===== config.mk =====
export PLATFORM = sky130hd
export DESIGN_NAME = hub_row_fetch
export DESIGN_NICKNAME = d
export VERILOG_FILES = /design/src/rtl/hub_row_fetch.sv
export SDC_FILE = /design/constraint.sdc
export NUM_CORES = 2
export LEC_CHECK = 0
export ABC_AREA = 1
export BUFFER_PORTS_ARGS = -buffer_cell sky130_fd_sc_hd__buf_4
export CELL_PAD_IN_SITES_DETAIL_PLACEMENT = 0
export CELL_PAD_IN_SITES_GLOBAL_PLACEMENT = 1
export CORE_MARGIN = 3
export CORE_UTILIZATION = 40
export DETAILED_ROUTE_END_ITERATION = 12
export PLACE_DENSITY = 0.87
export SETUP_SLACK_MARGIN = 0.5
export SLEW_MARGIN = 20
export SYNTH_ARGS = -nofsm -noshare
export SYNTH_HDL_FRONTEND = slang
export SYNTH_SLANG_ARGS = --single-unit

===== constraint.sdc =====
create_clock -name clk -period 2.9 [get_ports clk]
set_clock_uncertainty 0.05 [all_clocks]
set_input_delay 0.435 -clock clk [delete_from_list [all_inputs] [get_ports clk]]
set_output_delay 0.435 -clock clk [all_outputs]
set_load 0.02 [all_outputs]

===== src/rtl/hub_row_fetch.sv =====
// hub_row_fetch: fetches one display row, one pixel per cycle, from a
// pixel-serial frame buffer into a shadow register, then commits the whole row
// to row_out in a single cycle so display_control never sees a partial row.
// The block also owns front/back buffer selection. A swap is applied only at
// the start of a row-0 fetch, which is the frame boundary.
// Optional feature macro: FB_DOUBLE_BUF_EN. When it is defined, double
// buffering and the swap handshake are built. When it is undefined,
// front_sel is tied to 0 and swap_req is ignored.
module hub_row_fetch #(
  parameter int COLOR_COUNT   = 3,
  parameter int COLOR_BITS    = 4,
  parameter int COL_ADDR_BITS = 6,
  parameter int ROW_ADDR_BITS = 4,
  localparam int ROW_ELEM        = 2 ** COL_ADDR_BITS,
  localparam int PIX_W           = COLOR_BITS * COLOR_COUNT,
  localparam int COLOR_DAT_WIDTH = ROW_ELEM * COLOR_BITS,
  localparam int ROW_DAT_WIDTH   = COLOR_DAT_WIDTH * COLOR_COUNT,
  localparam int FB_AW           = 1 + ROW_ADDR_BITS + COL_ADDR_BITS
) (
  input  logic                     clk,
  input  logic                     rst_n,
  input  logic [ROW_ADDR_BITS-1:0] next_row,
  output logic [ROW_DAT_WIDTH-1:0] row_out,
  output logic                     row_valid,
  output logic                     row_loaded,
  output logic                     busy,
  output logic                     fb_rd_en,
  output logic [FB_AW-1:0]         fb_addr,
  input  logic [PIX_W-1:0]         fb_rd_data,
  input  logic                     swap_req,
  output logic                     swap_ack,
  output logic                     front_sel
);

  typedef enum logic [1:0] {S_IDLE, S_FETCH, S_DRAIN, S_COMMIT} state_t;

  localparam logic [COL_ADDR_BITS-1:0] COL_LAST = {COL_ADDR_BITS{1'b1}};
  localparam logic [COL_ADDR_BITS-1:0] COL_ONE  = {{(COL_ADDR_BITS-1){1'b0}}, 1'b1};

  state_t                   r_state;
  logic [ROW_ADDR_BITS-1:0] r_fetch_row;
  logic [ROW_ADDR_BITS-1:0] r_fetched_row;
  logic [COL_ADDR_BITS-1:0] r_col;
  logic                     r_cap_v;
  logic [COL_ADDR_BITS-1:0] r_cap_col;
  logic [ROW_DAT_WIDTH-1:0] r_shadow;
  logic [ROW_DAT_WIDTH-1:0] r_row_out;
  logic                     r_row_valid;
  logic                     r_row_loaded;
  logic                     r_busy;
  logic                     r_rd_en;
  logic [FB_AW-1:0]         r_addr;

  logic                     w_start;
  logic                     w_front_sel;
  logic                     w_sel_start;
  logic [COL_ADDR_BITS-1:0] w_col_nxt;

  // A fetch starts whenever nothing is committed yet or the wanted row differs.
  assign w_start   = (r_state == S_IDLE) && (!r_row_valid || (next_row != r_fetched_row));
  assign w_col_nxt = r_col + COL_ONE;

`ifdef FB_DOUBLE_BUF_EN
  logic r_front_sel;
  logic r_swap_pend;
  logic r_swap_ack;
  logic w_swap_now;

  // A pending or same-edge request is honoured only at a row-0 fetch start.
  assign w_swap_now  = w_start && (next_row == {ROW_ADDR_BITS{1'b0}}) && (r_swap_pend || swap_req);
  // The row-0 fetch that applies the swap already reads from the new front buffer.
  assign w_sel_start = r_front_sel ^ w_swap_now;
  assign w_front_sel = r_front_sel;
  assign swap_ack    = r_swap_ack;

  // Swap bookkeeping: sticky request, buffer toggle and one-cycle acknowledge.
  always_ff @(posedge clk or negedge rst_n) begin
    if (!rst_n) begin
      r_front_sel <= 1'b0;
      r_swap_pend <= 1'b0;
      r_swap_ack  <= 1'b0;
    end else begin
      r_swap_ack <= w_swap_now;
      if (w_swap_now) begin
        r_front_sel <= ~r_front_sel;
        r_swap_pend <= 1'b0;
      end else if (swap_req) begin
        r_swap_pend <= 1'b1;
      end else begin
        r_swap_pend <= r_swap_pend;
      end
    end
  end
`else
  logic w_unused_swap_req;

  assign w_unused_swap_req = swap_req;
  assign w_front_sel       = 1'b0;
  assign w_sel_start       = 1'b0;
  assign swap_ack          = 1'b0;
`endif

  // Fetch sequencer: address generation, read strobe and atomic row commit.
  always_ff @(posedge clk or negedge rst_n) begin
    if (!rst_n) begin
      r_state       <= S_IDLE;
      r_fetch_row   <= {ROW_ADDR_BITS{1'b0}};
      r_fetched_row <= {ROW_ADDR_BITS{1'b0}};
      r_col         <= {COL_ADDR_BITS{1'b0}};
      r_row_out     <= {ROW_DAT_WIDTH{1'b0}};
      r_row_valid   <= 1'b0;
      r_row_loaded  <= 1'b0;
      r_busy        <= 1'b0;
      r_rd_en       <= 1'b0;
      r_addr        <= {FB_AW{1'b0}};
    end else begin
      r_row_loaded <= 1'b0;
      case (r_state)
        S_IDLE: begin
          if (w_start) begin
            r_fetch_row <= next_row;
            r_col       <= {COL_ADDR_BITS{1'b0}};
            r_rd_en     <= 1'b1;
            r_busy      <= 1'b1;
            r_addr      <= {w_sel_start, next_row, {COL_ADDR_BITS{1'b0}}};
            r_state     <= S_FETCH;
          end else begin
            r_rd_en <= 1'b0;
          end
        end
        S_FETCH: begin
          if (r_col == COL_LAST) begin
            r_rd_en <= 1'b0;
            r_state <= S_DRAIN;
          end else begin
            r_col  <= w_col_nxt;
            r_addr <= {w_front_sel, r_fetch_row, w_col_nxt};
          end
        end
        S_DRAIN: begin
          r_state <= S_COMMIT;
        end
        S_COMMIT: begin
          r_row_out     <= r_shadow;
          r_fetched_row <= r_fetch_row;
          r_row_valid   <= 1'b1;
          r_row_loaded  <= 1'b1;
          r_busy        <= 1'b0;
          r_state       <= S_IDLE;
        end
        default: begin
          r_state <= S_IDLE;
        end
      endcase
    end
  end

  // Read pipeline: data for the address issued two edges ago lands in the shadow.
  always_ff @(posedge clk or negedge rst_n) begin
    if (!rst_n) begin
      r_cap_v   <= 1'b0;
      r_cap_col <= {COL_ADDR_BITS{1'b0}};
      r_shadow  <= {ROW_DAT_WIDTH{1'b0}};
    end else begin
      r_cap_v   <= r_rd_en;
      r_cap_col <= r_col;
      if (r_cap_v) begin
        for (int k = 0; k < COLOR_COUNT; k++) begin
          r_shadow[k*COLOR_DAT_WIDTH + int'(r_cap_col)*COLOR_BITS +: COLOR_BITS]
            <= fb_rd_data[k*COLOR_BITS +: COLOR_BITS];
        end
      end else begin
        r_shadow <= r_shadow;
      end
    end
  end

  assign row_out    = r_row_out;
  assign row_valid  = r_row_valid;
  assign row_loaded = r_row_loaded;
  assign busy       = r_busy;
  assign fb_rd_en   = r_rd_en;
  assign fb_addr    = r_addr;
  assign front_sel  = w_front_sel;

endmodule


==> results.json <==
{
  "crit_cells": 13,
  "port_buffers": 799,
  "postSynth.asyncResetShare_pct": 100,
  "netlist.area_leader.share_pct": 60.3,
  "wl_met3_mm": 31.6,
  "clkSlewWorstSetupHoldPaths_ns": 0.06,
  "drv_cap": 0,
  "core_area_um2": 161000,
  "min_from": "fb_rd_data[9]",
  "setup-violations-final": 0,
  "drtPass1Iterations": 6,
  "avgSynthCellArea_um2": 8.73,
  "cts_tree": "yes",
  "final_cell_area_um2": 89600,
  "ys_seq_elements": 1567,
  "crit_path_top_delay_cell": "dfrtp_1",
  "r2r_slack_ns": 0.30,
  "yosysSeqAreaShare_pct": 60.3,
  "slew_viol_final": 0,
  "cp_slowest_stage_delay_ns": 0.40,
  "reg2reg_from": "r_cap_col[0]",
  "clk_latency_ns": 0.83,
  "grt_max_degree": 183,
  "htreeDepth": 4,
  "drt-met1-wl_mm": 113,
  "route.detailed.drc": 0,
  "synth_ff_type": "dfrtp_1",
  "cpLargestDelayFamily": "buffers and inverters",
  "syn_inst": 7447,
  "cts_sinks": 1567,
  "grt_pass1_wl_mm": 392,
  "crit_type": "register to register",
  "num_vias": 60357,
  "critPathRequiredTime_ns": 3.55,
  "wl_per_cell_um": 25.5,
  "wl_met2_mm": 121,
  "yosysTopAreaCell": "dfrtp_1",
  "start_util_pct": 40.4,
  "max_slew.worst_pin.slew_ns": 0.879,
  "yosys_warnings": 0,
  "io_pins": 804,
  "r2r.worst_path.cells": 13,
  "cts_root_buffer": "clkbuf_16",
  "regToRegEndpoint": "r_shadow[483]",
  "swShare_pct": 45.1,
  "synth_area_um2": 65000,
  "dp_hpwl_mm": 205,
  "ys_types": 44,
  "fin_crit_sh_pct": 89.8,
  "critical_path.n_buffers_inverters": 7,
  "routed_via_density": 5.45,
  "hold_violations": 0,
  "dr.max_layer_used": "met5",
  "final_common_cell": "nand2_1",
  "hold_path.class": "input pin to register",
  "drt_first_iter_violations": 7273,
  "synth_edf_count": 0,
  "drtAntennaViolNets": 0,
  "period_minus_slack_ns": 2.60,
  "hold_end": "r_shadow[733]",
  "vdd_ir_drop_max_mv": 1.04,
  "critPathMaxFanout": 6,
  "max-clock-path-buffers": 3,
  "hold-path-cell-count": 5,
  "grt-ovfl-total": 0,
  "switching_power_mw": 49.9,
  "rows": 147,
  "gp_congestion": 0.987,
  "drive_gt1_share_pct": 29.3,
  "synthToLayoutAreaGrowth_pct": 37.9,
  "nNetsFinal": 8808,
  "slew_headroom_pct": 41.4,
  "dieWidth_um": 409,
  "rsz0062_at_grt": "yes",
  "postRouteWirelength_mm": 283,
  "cellPowerDensity_nw_per_um2": 1230,
  "cts_made_buffers": 167,
  "synth_area_leaders": "dfrtp_1 60%, nand2_1 13%, o21ai_0 8.0%",
  "place_area_um2": 76400,
  "first_global_vias": 55873,
  "die_y_um": 409,
  "p_int_mw": 60.7,
  "leakage_nw": 43.9,
  "outcome": "completed",
  "final_cell_mix": "2000 x nand2_1, 1560 x dfrtp_1, 1256 x buf_4",
  "dieArea_um2": 167000,
  "fmax_ghz": 0.384,
  "fillers": 14155,
  "p_comb_share_pct": 47.7,
  "utilization_pct": 55.7,
  "worstPathArrival_ns": 3.25,
  "endpoint_kind": "register",
  "cp-start-kind": "register",
  "path_cells": "clkinv_4 > ha_4 > clkinvlp_4 > nand2_1 > inv_4 > buf_4 > nand2_2 > nor2_1 > buf_4 > inv_1 > nand3_1 > o21ai_1 > inv_1",
  "p_clk_share_pct": 20.1,
  "grt_usage_pct": 32.0,
  "antenna_found_initial": 11,
  "seqPwrFrac_pct": 32.2
}
==> cell usage after synthesis, drive strengths merged, types with 11 or more instances <==
cell	count
o21ai	1046
clkbuf	273
dfrtp	1567
nor3	99
ha	11
a21oi	44
nor2	418
a21boi	13
nor4	12
inv	798
nand3	591
o31ai	14
buf	91
nand4	154
o21a	58
nand2	2202
o211ai	14
==> layout make-up <==
| class | count | area [µm²] | share of cell area, % |
|---|---|---|---|
| Antenna cell | 7 | 17.5 | 0.0195 |
| Tap cell | 2160 | 2700 | 3.01 |
| Clock inverter | 64 | 897 | 1.00 |
| Timing Repair inverter | 2 | 37.5 | 0.0419 |
| Sequential cell | 1567 | 39200 | 43.8 |
| Timing Repair Buffer | 1519 | 13600 | 15.1 |
| Inverter | 799 | 3270 | 3.65 |
| Multi-Input combinational cell | 4722 | 25100 | 28.0 |
| Clock buffer | 241 | 4820 | 5.38 |
==> metal layers <==
layer  global-route usage [%]  up-vias
met5                        0        -
met4                     15.7        6
met3                     9.16      616
met2                     46.5     3121
met1                     44.0    29958
li1                         -    26656
==> per-stage QoR <==
| stage | power [mW] | hold slack [ns] | setup TNS (ns) | worst slack, ns | std cells |
|---|---|---|---|---|---|
| floorplan | 56.2 | 0.0894 | 0 | 0.489 | 7449 |
| finish | 111 | 0.0765 | 0 | 0.296 | 11081 |
| global placement | 78.3 | 0.335 | -6.44 | -0.196 | 10484 |
| CTS | 104 | 0.0293 | 0 | 0.367 | 10868 |
| global route | 115 | 0.0670 | 0 | 0.248 | 11075 |
| detailed placement | 79.0 | 0.332 | -6.17 | -0.196 | 10484 |
==> cell families (layout without fill, tap and decap cells) <==
family	after synthesis	count (layout)	share of synthesized area [%]
buffers and inverters	1163	2625	6.86
DFF	1567	1567	60.3
other	1	10	0.00577
adders and majority gates	11	11	0.212
and+or+nand+nor	3479	3482	22.5
xor gates and xnor gates	3	3	0.0693
AOI/OAI and AO/OA	1213	1213	9.85
muxes	10	10	0.156
==> power groups by stage <==
stage	Clock [mW]	Combinational [mW]	Sequential, mW
after floorplan	0	16.3	39.8
after global placement	0	42.7	35.6
after detailed placement	0	43.3	35.7
after CTS	22.4	46.0	35.4
after global routing	23.4	55.6	36.2
final	22.2	52.7	35.6
==> worst min-delay path: stages <==
cell and delay [ns]:
buf_4 0.15, nand2_8 0.14, nor2_4 0.07, nand3_1 0.08, nand2_1 0.05
==> flip-flops by register name, summed over array words and instances, names as in the netlist <==
name           flops
r_shadow         768
r_cap_col          6
r_state            2
busy               1
r_col              5
r_fetched_row      4
row_out          768
row_valid          1
r_fetch_row        4
fb_addr            5
r_cap_v            1
row_loaded         1
fb_rd_en           1
==> worst max-delay path by stage <==
| stage | startpoint | endpoint |
|---|---|---|
| after floorplan | r_cap_col[0] | r_shadow[256] |
| after global placement | r_cap_col[0] | r_shadow[531] |
| after detailed placement | r_cap_col[0] | r_shadow[723] |
| after CTS | r_cap_col[1] | r_shadow[663] |
| after global routing | r_cap_col[0] | r_shadow[243] |
| final | r_cap_col[0] | r_shadow[483] |
==> timing repair <==
action | in CTS | in global routing
pin swaps | 48 | 201
gates cloned | 8 | 19
setup endpoints to repair | 742 | 761
endpoints found under the hold margin | 503 | 0
hold buffers | 9 | 0
resized for setup | 389 | 1145
setup buffers | 62 | 187
Note: power is estimated with default switching activity, not from simulation.
